## config.mk

```make
export PLATFORM = sky130hd
export DESIGN_NAME = button_event_scheduler_flat
export DESIGN_NICKNAME = d
export VERILOG_FILES = /design/src/rtl/button_event_scheduler_pkg.sv /design/src/rtl/button_event_scheduler_if.sv /design/src/rtl/button_event_scheduler_hold_fsm.sv /design/src/rtl/button_event_scheduler.sv /design/src/flat_wrapper.sv
export SDC_FILE = /design/constraint.sdc
export NUM_CORES = 1
export LEC_CHECK = 0
export ABC_AREA = 1
export CORE_MARGIN = 2
export CORE_UTILIZATION = 50
export CTS_CLUSTER_DIAMETER = 150
export DETAILED_ROUTE_END_ITERATION = 7
export GPL_TIMING_DRIVEN = 0
export PLACE_DENSITY_LB_ADDON = 0.2
export SYNTH_ARGS = -nofsm -noshare
export SYNTH_HDL_FRONTEND = slang
export SYNTH_SLANG_ARGS = --single-unit
```

## constraint.sdc

```tcl
create_clock -name clk -period 2.4 [get_ports clk]
set_input_delay 0.36 -clock clk [delete_from_list [all_inputs] [get_ports clk]]
set_output_delay 0.36 -clock clk [all_outputs]
set_load 0.05 [all_outputs]
```

## src/rtl/button_event_scheduler_pkg.sv

```systemverilog
// Shared event codes, per-button state encoding and width helper for the
// button event scheduler.
package button_event_pkg;

  localparam logic [1:0] EVT_PRESS   = 2'b00;
  localparam logic [1:0] EVT_RELEASE = 2'b01;
  localparam logic [1:0] EVT_LONG    = 2'b10;
  localparam logic [1:0] EVT_REPEAT  = 2'b11;

  typedef enum logic [1:0] {
    IDLE    = 2'b00,
    PRESSED = 2'b01,
    HELD    = 2'b10
  } btn_state_e;

  // Bits needed to hold values 0..value-1, never less than one.
  function automatic int clog2_min1(input int value);
    int w;
    w = 0;
    while ((1 << w) < value) w++;
    return (w < 1) ? 1 : w;
  endfunction

endpackage

```

## src/rtl/button_event_scheduler_if.sv

```systemverilog
// Event stream seen by the UI/control logic, plus per-button FSM state for
// observation. The scheduler drives the master side.
interface button_event_scheduler_if #(
  parameter int NUM_BTN = 4,
  parameter int IDW     = 2
);
  // Handshake: an event transfers on a clock edge where evt_valid_o and
  // evt_ready_i are both 1. While evt_valid_o=1 and evt_ready_i=0, valid, id
  // and type hold stable; valid only falls after a transfer.
  logic                   evt_valid_o;
  logic                   evt_ready_i;
  logic [IDW-1:0]         evt_id_o;
  logic [1:0]             evt_type_o;
  logic                   drop_o;
  logic [2*NUM_BTN-1:0]   dbg_state_o;

  modport master (
    output evt_valid_o, evt_id_o, evt_type_o, drop_o, dbg_state_o,
    input  evt_ready_i
  );

  modport slave (
    input  evt_valid_o, evt_id_o, evt_type_o, drop_o, dbg_state_o,
    output evt_ready_i
  );
endinterface

```

## src/rtl/button_event_scheduler_hold_fsm.sv

```systemverilog
// One button: edge detect, press/hold FSM, hold counter and pending slot.
// Auto-repeat in HELD is enabled by BUTTON_EVENT_SCHEDULER_AUTO_REPEAT_EN.
module btn_hold_fsm
  import button_event_pkg::*;
#(
  parameter int   LONG_TICKS   = 1000,
  parameter int   REPEAT_TICKS = 200,
  parameter logic ACTIVE_LEVEL = 1'b1
) (
  input  logic       clk,
  input  logic       rst_n,
  input  logic       i_btn,
  input  logic       i_tick,
  input  logic       i_grant,
  output logic       o_pend_v,
  output logic [1:0] o_pend_type,
  output logic       o_drop,
  output btn_state_e o_state
);

  localparam int CNTW = clog2_min1((LONG_TICKS > REPEAT_TICKS) ? LONG_TICKS : REPEAT_TICKS);
  localparam logic [CNTW-1:0] LONG_LAST   = CNTW'(LONG_TICKS - 1);
  localparam logic [CNTW-1:0] REPEAT_LAST = CNTW'(REPEAT_TICKS - 1);

  logic            r_btn_q;
  btn_state_e      r_state;
  btn_state_e      w_state_nxt;
  logic [CNTW-1:0] r_cnt;
  logic [CNTW-1:0] w_cnt_nxt;
  logic            w_press;
  logic            w_release;
  logic            w_emit;
  logic [1:0]      w_emit_type;
  logic            r_pend_v;
  logic [1:0]      r_pend_type;
  logic            r_drop;

  assign w_press   = (i_btn == ACTIVE_LEVEL) && (r_btn_q != ACTIVE_LEVEL);
  assign w_release = (i_btn != ACTIVE_LEVEL) && (r_btn_q == ACTIVE_LEVEL);

  always_comb begin
    w_state_nxt = r_state;
    w_cnt_nxt   = r_cnt;
    w_emit      = 1'b0;
    w_emit_type = EVT_PRESS;
    case (r_state)
      IDLE: begin
        if (w_press) begin
          w_emit      = 1'b1;
          w_emit_type = EVT_PRESS;
          w_cnt_nxt   = '0;
          w_state_nxt = PRESSED;
        end
      end
      PRESSED: begin
        // Release wins over a tick landing in the same cycle.
        if (w_release) begin
          w_emit      = 1'b1;
          w_emit_type = EVT_RELEASE;
          w_state_nxt = IDLE;
        end else if (i_tick) begin
          if (r_cnt == LONG_LAST) begin
            w_emit      = 1'b1;
            w_emit_type = EVT_LONG;
            w_cnt_nxt   = '0;
            w_state_nxt = HELD;
          end else begin
            w_cnt_nxt = r_cnt + CNTW'(1);
          end
        end
      end
      HELD: begin
        if (w_release) begin
          w_emit      = 1'b1;
          w_emit_type = EVT_RELEASE;
          w_state_nxt = IDLE;
        end
`ifdef BUTTON_EVENT_SCHEDULER_AUTO_REPEAT_EN
        else if (i_tick) begin
          if (r_cnt == REPEAT_LAST) begin
            w_emit      = 1'b1;
            w_emit_type = EVT_REPEAT;
            w_cnt_nxt   = '0;
          end else begin
            w_cnt_nxt = r_cnt + CNTW'(1);
          end
        end
`else
        else if (i_tick && (r_cnt == REPEAT_LAST)) begin
          w_cnt_nxt = r_cnt;
        end
`endif
      end
      default: w_state_nxt = IDLE;
    endcase
  end

  always_ff @(posedge clk or negedge rst_n) begin
    if (!rst_n) begin
      r_btn_q <= ~ACTIVE_LEVEL;
      r_state <= IDLE;
      r_cnt   <= '0;
    end else begin
      r_btn_q <= i_btn;
      r_state <= w_state_nxt;
      r_cnt   <= w_cnt_nxt;
    end
  end

  // A new event always takes the slot; losing an ungranted one is a drop.
  always_ff @(posedge clk or negedge rst_n) begin
    if (!rst_n) begin
      r_pend_v    <= 1'b0;
      r_pend_type <= EVT_PRESS;
      r_drop      <= 1'b0;
    end else begin
      r_drop <= w_emit && r_pend_v && !i_grant;
      if (w_emit) begin
        r_pend_v    <= 1'b1;
        r_pend_type <= w_emit_type;
      end else if (i_grant) begin
        r_pend_v <= 1'b0;
      end
    end
  end

  assign o_pend_v    = r_pend_v;
  assign o_pend_type = r_pend_type;
  assign o_drop      = r_drop;
  assign o_state     = r_state;

endmodule

```

## src/rtl/button_event_scheduler.sv

```systemverilog
// Button event scheduler: shared tick prescaler, NUM_BTN hold FSMs and a
// round-robin arbiter onto one valid/ready stream. Auto-repeat is enabled by
// defining BUTTON_EVENT_SCHEDULER_AUTO_REPEAT_EN.
module button_event_scheduler
  import button_event_pkg::*;
#(
  parameter int   NUM_BTN      = 4,
  parameter int   CLOCK_FREQ   = 100000000,
  parameter int   TICK_HZ      = 1000,
  parameter int   LONG_TICKS   = 1000,
  parameter int   REPEAT_TICKS = 200,
  parameter logic ACTIVE_LEVEL = 1'b1
) (
  input  logic                      clk,
  input  logic                      rst_n,
  input  logic [NUM_BTN-1:0]        btn_i,
  button_event_scheduler_if.master  evt_if
);

  localparam int IDW   = clog2_min1(NUM_BTN);
  localparam int PRESC = CLOCK_FREQ / TICK_HZ;
  localparam int PW    = clog2_min1(PRESC);
  localparam logic [PW-1:0]  PRESC_LAST = PW'(PRESC - 1);
  localparam logic [IDW-1:0] ID_LAST    = IDW'(NUM_BTN - 1);

  logic [PW-1:0]        r_presc;
  logic                 w_tick;
  logic [NUM_BTN-1:0]   w_pend_v;
  logic [1:0]           w_pend_type [NUM_BTN];
  logic [NUM_BTN-1:0]   w_drop;
  btn_state_e           w_state [NUM_BTN];
  logic [NUM_BTN-1:0]   w_grant;
  logic [2*NUM_BTN-1:0] w_dbg;
  logic [IDW-1:0]       r_rr;
  logic                 r_valid;
  logic [IDW-1:0]       r_id;
  logic [1:0]           r_type;
  logic                 w_found;
  logic [IDW-1:0]       w_win;
  logic                 w_load;

  assign w_tick = (r_presc == PRESC_LAST);

  always_ff @(posedge clk or negedge rst_n) begin
    if (!rst_n)      r_presc <= '0;
    else if (w_tick) r_presc <= '0;
    else             r_presc <= r_presc + PW'(1);
  end

  for (genvar g = 0; g < NUM_BTN; g++) begin : g_btn
    btn_hold_fsm #(
      .LONG_TICKS  (LONG_TICKS),
      .REPEAT_TICKS(REPEAT_TICKS),
      .ACTIVE_LEVEL(ACTIVE_LEVEL)
    ) u_fsm (
      .clk        (clk),
      .rst_n      (rst_n),
      .i_btn      (btn_i[g]),
      .i_tick     (w_tick),
      .i_grant    (w_grant[g]),
      .o_pend_v   (w_pend_v[g]),
      .o_pend_type(w_pend_type[g]),
      .o_drop     (w_drop[g]),
      .o_state    (w_state[g])
    );
  end

  // First pending slot at or after r_rr, wrapping past the last button.
  always_comb begin
    int idx;
    idx     = 0;
    w_found = 1'b0;
    w_win   = '0;
    for (int i = 0; i < NUM_BTN; i++) begin
      idx = int'(r_rr) + i;
      if (idx >= NUM_BTN) idx = idx - NUM_BTN;
      if (!w_found && w_pend_v[idx]) begin
        w_found = 1'b1;
        w_win   = IDW'(idx);
      end
    end
  end

  assign w_load  = !r_valid || evt_if.evt_ready_i;
  assign w_grant = (w_load && w_found) ? (NUM_BTN'(1) << w_win) : '0;

  always_ff @(posedge clk or negedge rst_n) begin
    if (!rst_n) begin
      r_valid <= 1'b0;
      r_id    <= '0;
      r_type  <= EVT_PRESS;
      r_rr    <= '0;
    end else if (w_load) begin
      if (w_found) begin
        r_valid <= 1'b1;
        r_id    <= w_win;
        r_type  <= w_pend_type[w_win];
        r_rr    <= (w_win == ID_LAST) ? '0 : w_win + IDW'(1);
      end else begin
        r_valid <= 1'b0;
      end
    end
  end

  always_comb begin
    w_dbg = '0;
    for (int i = 0; i < NUM_BTN; i++) w_dbg[2*i +: 2] = w_state[i];
  end

  assign evt_if.evt_valid_o = r_valid;
  assign evt_if.evt_id_o    = r_id;
  assign evt_if.evt_type_o  = r_type;
  assign evt_if.drop_o      = |w_drop;
  assign evt_if.dbg_state_o = w_dbg;

endmodule

```

## src/flat_wrapper.sv

```systemverilog
// flat-port wrapper written by rule: the top's interface ports become plain ports
module button_event_scheduler_flat import button_event_pkg::*;
#(
  parameter int   NUM_BTN      = 4,
  parameter int   CLOCK_FREQ   = 100000000,
  parameter int   TICK_HZ      = 1000,
  parameter int   LONG_TICKS   = 1000,
  parameter int   REPEAT_TICKS = 200,
  parameter logic ACTIVE_LEVEL = 1'b1
)
  (clk, rst_n, btn_i, evt_if_evt_valid_o, evt_if_evt_id_o, evt_if_evt_type_o, evt_if_drop_o, evt_if_dbg_state_o, evt_if_evt_ready_i);
  button_event_scheduler_if #(.NUM_BTN(NUM_BTN), .IDW(2)) evt_if_i ();
  input  logic clk;
  input  logic rst_n;
  input  logic [NUM_BTN-1:0] btn_i;
  output wire logic [$bits(evt_if_i.evt_valid_o)-1:0] evt_if_evt_valid_o;
  output wire logic [$bits(evt_if_i.evt_id_o)-1:0] evt_if_evt_id_o;
  output wire logic [$bits(evt_if_i.evt_type_o)-1:0] evt_if_evt_type_o;
  output wire logic [$bits(evt_if_i.drop_o)-1:0] evt_if_drop_o;
  output wire logic [$bits(evt_if_i.dbg_state_o)-1:0] evt_if_dbg_state_o;
  input wire logic [$bits(evt_if_i.evt_ready_i)-1:0] evt_if_evt_ready_i;
  assign evt_if_evt_valid_o = evt_if_i.evt_valid_o;
  assign evt_if_evt_id_o = evt_if_i.evt_id_o;
  assign evt_if_evt_type_o = evt_if_i.evt_type_o;
  assign evt_if_drop_o = evt_if_i.drop_o;
  assign evt_if_dbg_state_o = evt_if_i.dbg_state_o;
  assign evt_if_i.evt_ready_i = evt_if_evt_ready_i;
  button_event_scheduler #(.NUM_BTN(NUM_BTN), .CLOCK_FREQ(CLOCK_FREQ), .TICK_HZ(TICK_HZ), .LONG_TICKS(LONG_TICKS), .REPEAT_TICKS(REPEAT_TICKS), .ACTIVE_LEVEL(ACTIVE_LEVEL)) u_core (.clk(clk), .rst_n(rst_n), .btn_i(btn_i), .evt_if(evt_if_i));
endmodule
```

== Yosys cells after proc, flatten, opt, wreduce, memory -nomap -nowiden ==
Index checks and enable logic that the tools add are counted.
Storage, ports and cells
  bits in registers: 92
  output and inout bits: 14
  word-level logic and storage cells: 277
Operators by class
  add/subtract/negate cells: 13
  bitwise gates (word level): 9
  shifts and indexed selects: 1
  multiplexer cells: 127
  equality and inequality tests: 38
  $lt $le $gt $ge: 9
  reduce and logical (&&, ||, !) cells: 51
Operators with widths (count)
  $mux W10: 16
  $lt A32 B4 Y1 const B: 4
  $mux W32: 4
  $ge A32 B4 Y1 const B: 3
  $sub A32 B4 Y32 const B: 3
  $pmux W10 S2: 4
  $mux W2: 39
  $mux W1: 45
  $add A10 B1 Y10 const B: 4
  $eq A10 B10 Y1 const B: 4
  $reduce_and A4 Y1: 8
  $ne A2 B2 Y1 const B: 13
  $pmux W2 S3: 4
  $logic_and A1 B1 Y1: 20
  $add A17 B1 Y17 const B: 1
  $eq A17 B17 Y1 const B: 1
  $mux W17: 1
  $pmux W2 S2: 4
  $reduce_bool A2 Y1: 8
  $ne A3 B3 Y1 const B: 5
  $pmux W1 S3: 4
  $eq A2 B2 Y1 const B: 5
  $ne A3 B2 Y1 const B: 3
  $bmux W1 S2: 4
  18 further kinds: 41

== Logic depth before layout (Yosys ltp) ==
  word-level depth: 19
  gate-level depth with buffers: 15

== Hierarchy ==
A second synthesis with hierarchy kept.
Second synthesis, totals
  cells, all modules: 824
  area, all modules: 5908.2 sq um
By module, submodules not included
  btn_hold_fsm: cells an instance 153, sequential area each 425.4 sq um, area each 1087.3 sq um, instances 4
  button_event_scheduler: cells an instance 212, sequential area each 600.6 sq um, area each 1559.0 sq um, instances 1

== Worst setup path before layout ==
OpenSTA, ideal clock, no wires.
  path type: register to register
  start: register u_core.g_btn[1].u_fsm.r_state[0]
  end: register u_core.g_btn[1].u_fsm.r_cnt[5]
  required time: 2278 ps
  slack: 406 ps
  setup time: 122 ps
  clock period less this slack: 1994 ps
  data arrival time: 1873 ps
  cell stages (with the launch flop): 10
  cells stage by stage: dfrtp_1 ha_1 buf_2 inv_1 a21oi_1 nand2_2 a21oi_4 inv_4 a21oi_1 a21oi_1
On the way
  cells in the longest elaborated chain, start to end: 3
  elaborated cells between the ends (all ways): 8
  those cells by class: 4 x eq/ne; 1 x mux; 3 x reduce/logical
RTL lines
  start: declaration: RTL line button_event_scheduler_hold_fsm.sv:26  | btn_state_e r_state;
  start signal: assignment: RTL line button_event_scheduler_hold_fsm.sv:105  | r_state <= w_state_nxt;
  $eq A2 B1 Y1 or $logic_not A2 Y1 (tied branches): RTL line button_event_scheduler_hold_fsm.sv:46  | case (r_state)
  $ne A2 B1 Y1 (no line), or another cell as far along
  $reduce_and A4 Y1 (no line)
  end signal: assignment: RTL line button_event_scheduler_hold_fsm.sv:106  | r_cnt <= w_cnt_nxt;
  end: declaration: RTL line button_event_scheduler_hold_fsm.sv:28  | logic [CNTW-1:0] r_cnt;
Several ways; a longest one is shown, not always the timed one.
A chain may end at the register's enable or synchronous reset.

== Final worst setup path ==
  start: register u_core.g_btn[2].u_fsm.r_drop
  end: output port evt_if_drop_o
On the way
  cells in the longest elaborated chain, start to end: 1
RTL lines
  start: declaration: RTL line button_event_scheduler_hold_fsm.sv:36  | logic r_drop;
  start signal: assignment: RTL line button_event_scheduler_hold_fsm.sv:117  | r_drop <= w_emit && r_pend_v && !i_grant;
  $reduce_or A4 Y1: RTL line button_event_scheduler.sv:113  | assign evt_if.drop_o = |w_drop;
  end: declaration: RTL line flat_wrapper.sv:19  | output wire logic [$bits(evt_if_i.drop_o)-1:0] evt_if_drop_o;
No other way between the ends.

==> metrics.txt <==
FILL cells 1028; Crit-path slowest cell clkdlybuf4s50_1; post-synth cell types 45; row count 38; core area 10700 sq um; max incr delay on CP slightly above 700 ps; register area share after synthesis 0.422; Internal ~3.5 mW; Switching Fraction 0.471; hold_sp btn_i[2]; Combinational Power Share 0.541; area of the multi-input gates 2620 sq um; I/O pin count 21; cell count after synthesis just over 700; final core occ 0.563; RSZ-0062 raised after global routing false; largest net degree at the start of global routing 62; Residual DRC 0; reg-to-reg startpoint u_core.r_presc[0]$_DFF_PN0_; Reg power frac 0.308; crit path time final roughly 2400 ps; outcome finished clean; vias approximately 4600; FMAX between 0.4 and 0.5 GHz; gr usage total 0.198; Post-Syn Nets roughly 750; hold path cells 1; final worst-path cycle share 0.982; post-synthesis register bit count slightly above 90; H-tree depth 3; final hold vios 0; DP Wirelength 8020 um; Clock Power Share 0.151; Worst Hold Class in2reg; layout cell share with drive strength beyond 1 0.0905; Fin Setup TNS 0 ps; clock tree buffer depth 2; share of the synthesized area in the top cell type 0.422; post-DR wirelength/cell around 12 um; GP Congestion around 0.88; Final ANT Viol Nets 0; later-pin clock latency in the skew report 360 ps; buffers and inverters on the worst path 1; CP Max Fanout 1; Syn-to-layout area delta 10.8%; cell area power density ~1100 nW/um^2; post-place setup slack 316 ps; ys flop type dfrtp_1; mapped cell area around 5500 sq um; Avg Inst Size Synth between 7 and 8 sq um; CTS Buf Count 9; Setup-failing EPs final 0; Yosys top cell by area dfrtp_1; Worst Path Arrival approximately 2000 ps; Worst path depth 2; Final Max Tran Viols 0; antenna violations before repair 0; WL final roughly 11000 um; die footprint between 10000 and 15000 sq um; Worst R2R Setup Slack approximately 320 ps; worst r2r dst u_core.g_btn[2].u_fsm.r_cnt[4]$_DFFE_PN0P_; Pleak approximately 2.9 nW; worst vdd ir ~0.97 mV; Die Span Y 109 um; clk sink count ~90; CTS tree built; Final Skew 8.71 ps; number of synthesized flops with an enable pin 0; Synth area leaders dfrtp_1 (42%), nand2_1 (11%), inv_1 (7.9%); Async SR Flop Fraction 1.00; die width about 110 um; root buf cell clkbuf_8; crit-path leading delay family buffers and inverters; switching power between 3 and 4 mW; PnR worst setup slack 44.2 ps; endpoint of the worst hold path u_core.g_btn[2].u_fsm.r_btn_q$_DFF_PN0_; Initial Util 0.508; antenna cell count 0; Final #Nets slightly below 800; Initial DRC Count 306; Clock Pin Slew Worst Setup and Hold Paths 80 ps; Max Cap Violations 0; Post-DP Area around 5900 sq um; Slew headroom 0.660; synth warn 0; Slew @ Worst Pin 508 ps; vias in the first global route roughly 4300; CP Class reg2out; design area around 6000 sq um; total gr overflow 0; CP Launch Type flip-flop; R2R cell count 12; IO Port Bufs 20; first-pass GRT wire length about 19000 um; TritonRoute pass-1 iters 4; worst path required time approximately 2000 ps; FF/Latch Area about 2300 sq um; Via-to-Cell Ratio 5.17; CP endpoint kind primary output; CP cell instances or4_1 -> clkdlybuf4s50_1
## cell usage after synthesis (5+ instances only)
library cell,count
nor3_1,13
o21a_1,9
nand2_2,8
dfrtp_1,92
nor2_1,69
inv_1,115
o211ai_1,5
a21oi_1,35
nand3_1,44
inv_2,7
o21ai_1,6
ha_1,25
nand2_1,160
nand4_1,18
o21ai_0,48
nor3_2,5
## state kept, by name (all words and copies together), names as in the netlist
| name | cells |
|---|---|
| u_core.g_btn.u_fsm.o_pend_v | 4 |
| u_core.evt_if.evt_valid_o | 1 |
| u_core.evt_if.evt_id_o | 2 |
| u_core.evt_if.evt_type_o | 2 |
| u_core.g_btn.u_fsm.r_cnt | 40 |
| u_core.g_btn.u_fsm.o_state | 8 |
| u_core.g_btn.u_fsm.o_drop | 4 |
| u_core.g_btn.u_fsm.r_btn_q | 4 |
| u_core.g_btn.u_fsm.o_pend_type | 8 |
| u_core.r_presc | 17 |
| u_core.r_rr | 2 |
## cell usage in the layout, fill, tap and decap left out, types with 3 or more instances in the layout
master | synthesis | routed
dfrtp_1 | 92 | 92
nor2_4 | 4 | 4
o211ai_1 | 5 | 5
o21a_1 | 9 | 9
or2_2 | 4 | 4
clkbuf_8 | 0 | 10
nand2_1 | 160 | 160
a31o_2 | 3 | 3
nor3_1 | 13 | 13
inv_2 | 7 | 7
a21oi_1 | 35 | 35
nand4_1 | 18 | 18
o22ai_1 | 3 | 3
nor2_2 | 3 | 3
nor4_1 | 4 | 4
buf_4 | 3 | 4
xor2_1 | 4 | 4
nand2_2 | 8 | 8
nand3_1 | 44 | 44
clkdlybuf4s50_1 | 0 | 19
nand2_4 | 3 | 3
nor3_2 | 5 | 5
o21ai_1 | 6 | 6
ha_1 | 25 | 25
inv_1 | 115 | 115
nor2_1 | 69 | 69
o21ai_0 | 48 | 48
## metrics by stage
stage / power [mW] / hold slack, ps / std cells
4_1_cts: 6.69 / 458 / 891
5_1_grt: 7.26 / 471 / 891
3_3_place_gp: 5.56 / 449 / 876
2_1_floorplan: 4.79 / 64.4 / 716
6_report: 6.64 / 472 / 891
3_5_place_dp: 5.66 / 340 / 877
## cell type report
| type | instances | share of cell area |
|---|---|---|
| plain buffers | 7 | 0.00910 |
| clock buffers | 10 | 0.0228 |
| clock inverters | 3 | 0.00662 |
| inverters | 125 | 0.0792 |
| multi-input cells | 492 | 0.434 |
| flip-flops and latches | 92 | 0.381 |
| well taps | 140 | 0.0290 |
| repair buffers | 22 | 0.0389 |
## kinds of logic (layout without fill, tap and decap cells)
group,count (synthesis),after routing,share of synthesized area
DFF,92,92,0.422
adders and majority gates,25,25,0.0573
buffers and inverters,132,167,0.0978
AOI/OAI and AO/OA,121,121,0.129
and+or+nand+nor,341,341,0.286
xor gates and xnor gates,4,4,0.00642
muxes,1,1,0.00183
## how the worst max path moves through the flow
stage	start	endpoint	slack, ps
after global placement	rst_n	u_core.g_btn[2].u_fsm.r_cnt[1]$_DFFE_PN0P_	-2480
final	u_core.g_btn[2].u_fsm.o_drop$_DFF_PN0_	evt_if_drop_o	40
after floorplan	u_core.g_btn[1].u_fsm.o_state[0]$_DFFE_PN0P_	u_core.g_btn[1].u_fsm.r_cnt[5]$_DFFE_PN0P_	410
after detailed placement	btn_i[3]	u_core.g_btn[3].u_fsm.r_cnt[9]$_DFFE_PN0P_	320
after global routing	u_core.g_btn[2].u_fsm.o_drop$_DFF_PN0_	evt_if_drop_o	10
after CTS	u_core.g_btn[2].u_fsm.o_drop$_DFF_PN0_	evt_if_drop_o	30
## layer usage
layer | vias to the layer above | global-route usage | share of wire
met3 | 16 | 0.0344 | 0.032
li1 | 2380 | - | -
met1 | 2134 | 0.270 | 0.50
met4 | 0 | 0.0696 | 0.016
met5 | - | 0 | 0
met2 | 73 | 0.316 | 0.46
## power groups by stage
stage / Clock (mW) / Combinational [mW] / Sequential [mW]
6_report: 1.00 / 3.59 / 2.05
3_5_place_dp: 0 / 3.58 / 2.08
3_3_place_gp: 0 / 3.49 / 2.07
5_1_grt: 1.10 / 4.07 / 2.09
2_1_floorplan: 0 / 2.44 / 2.35
4_1_cts: 1.04 / 3.60 / 2.05
## repair_timing
| action | in CTS | in global routing |
|---|---|---|
| hold buffers | 1 | 0 |
| gates resized for setup | 0 | 0 |
| hold endpoints to repair | 31 | 0 |
| setup endpoints to repair | 0 | 0 |
| setup buffers | 0 | 0 |
Power figures use the tool's default switching activity.
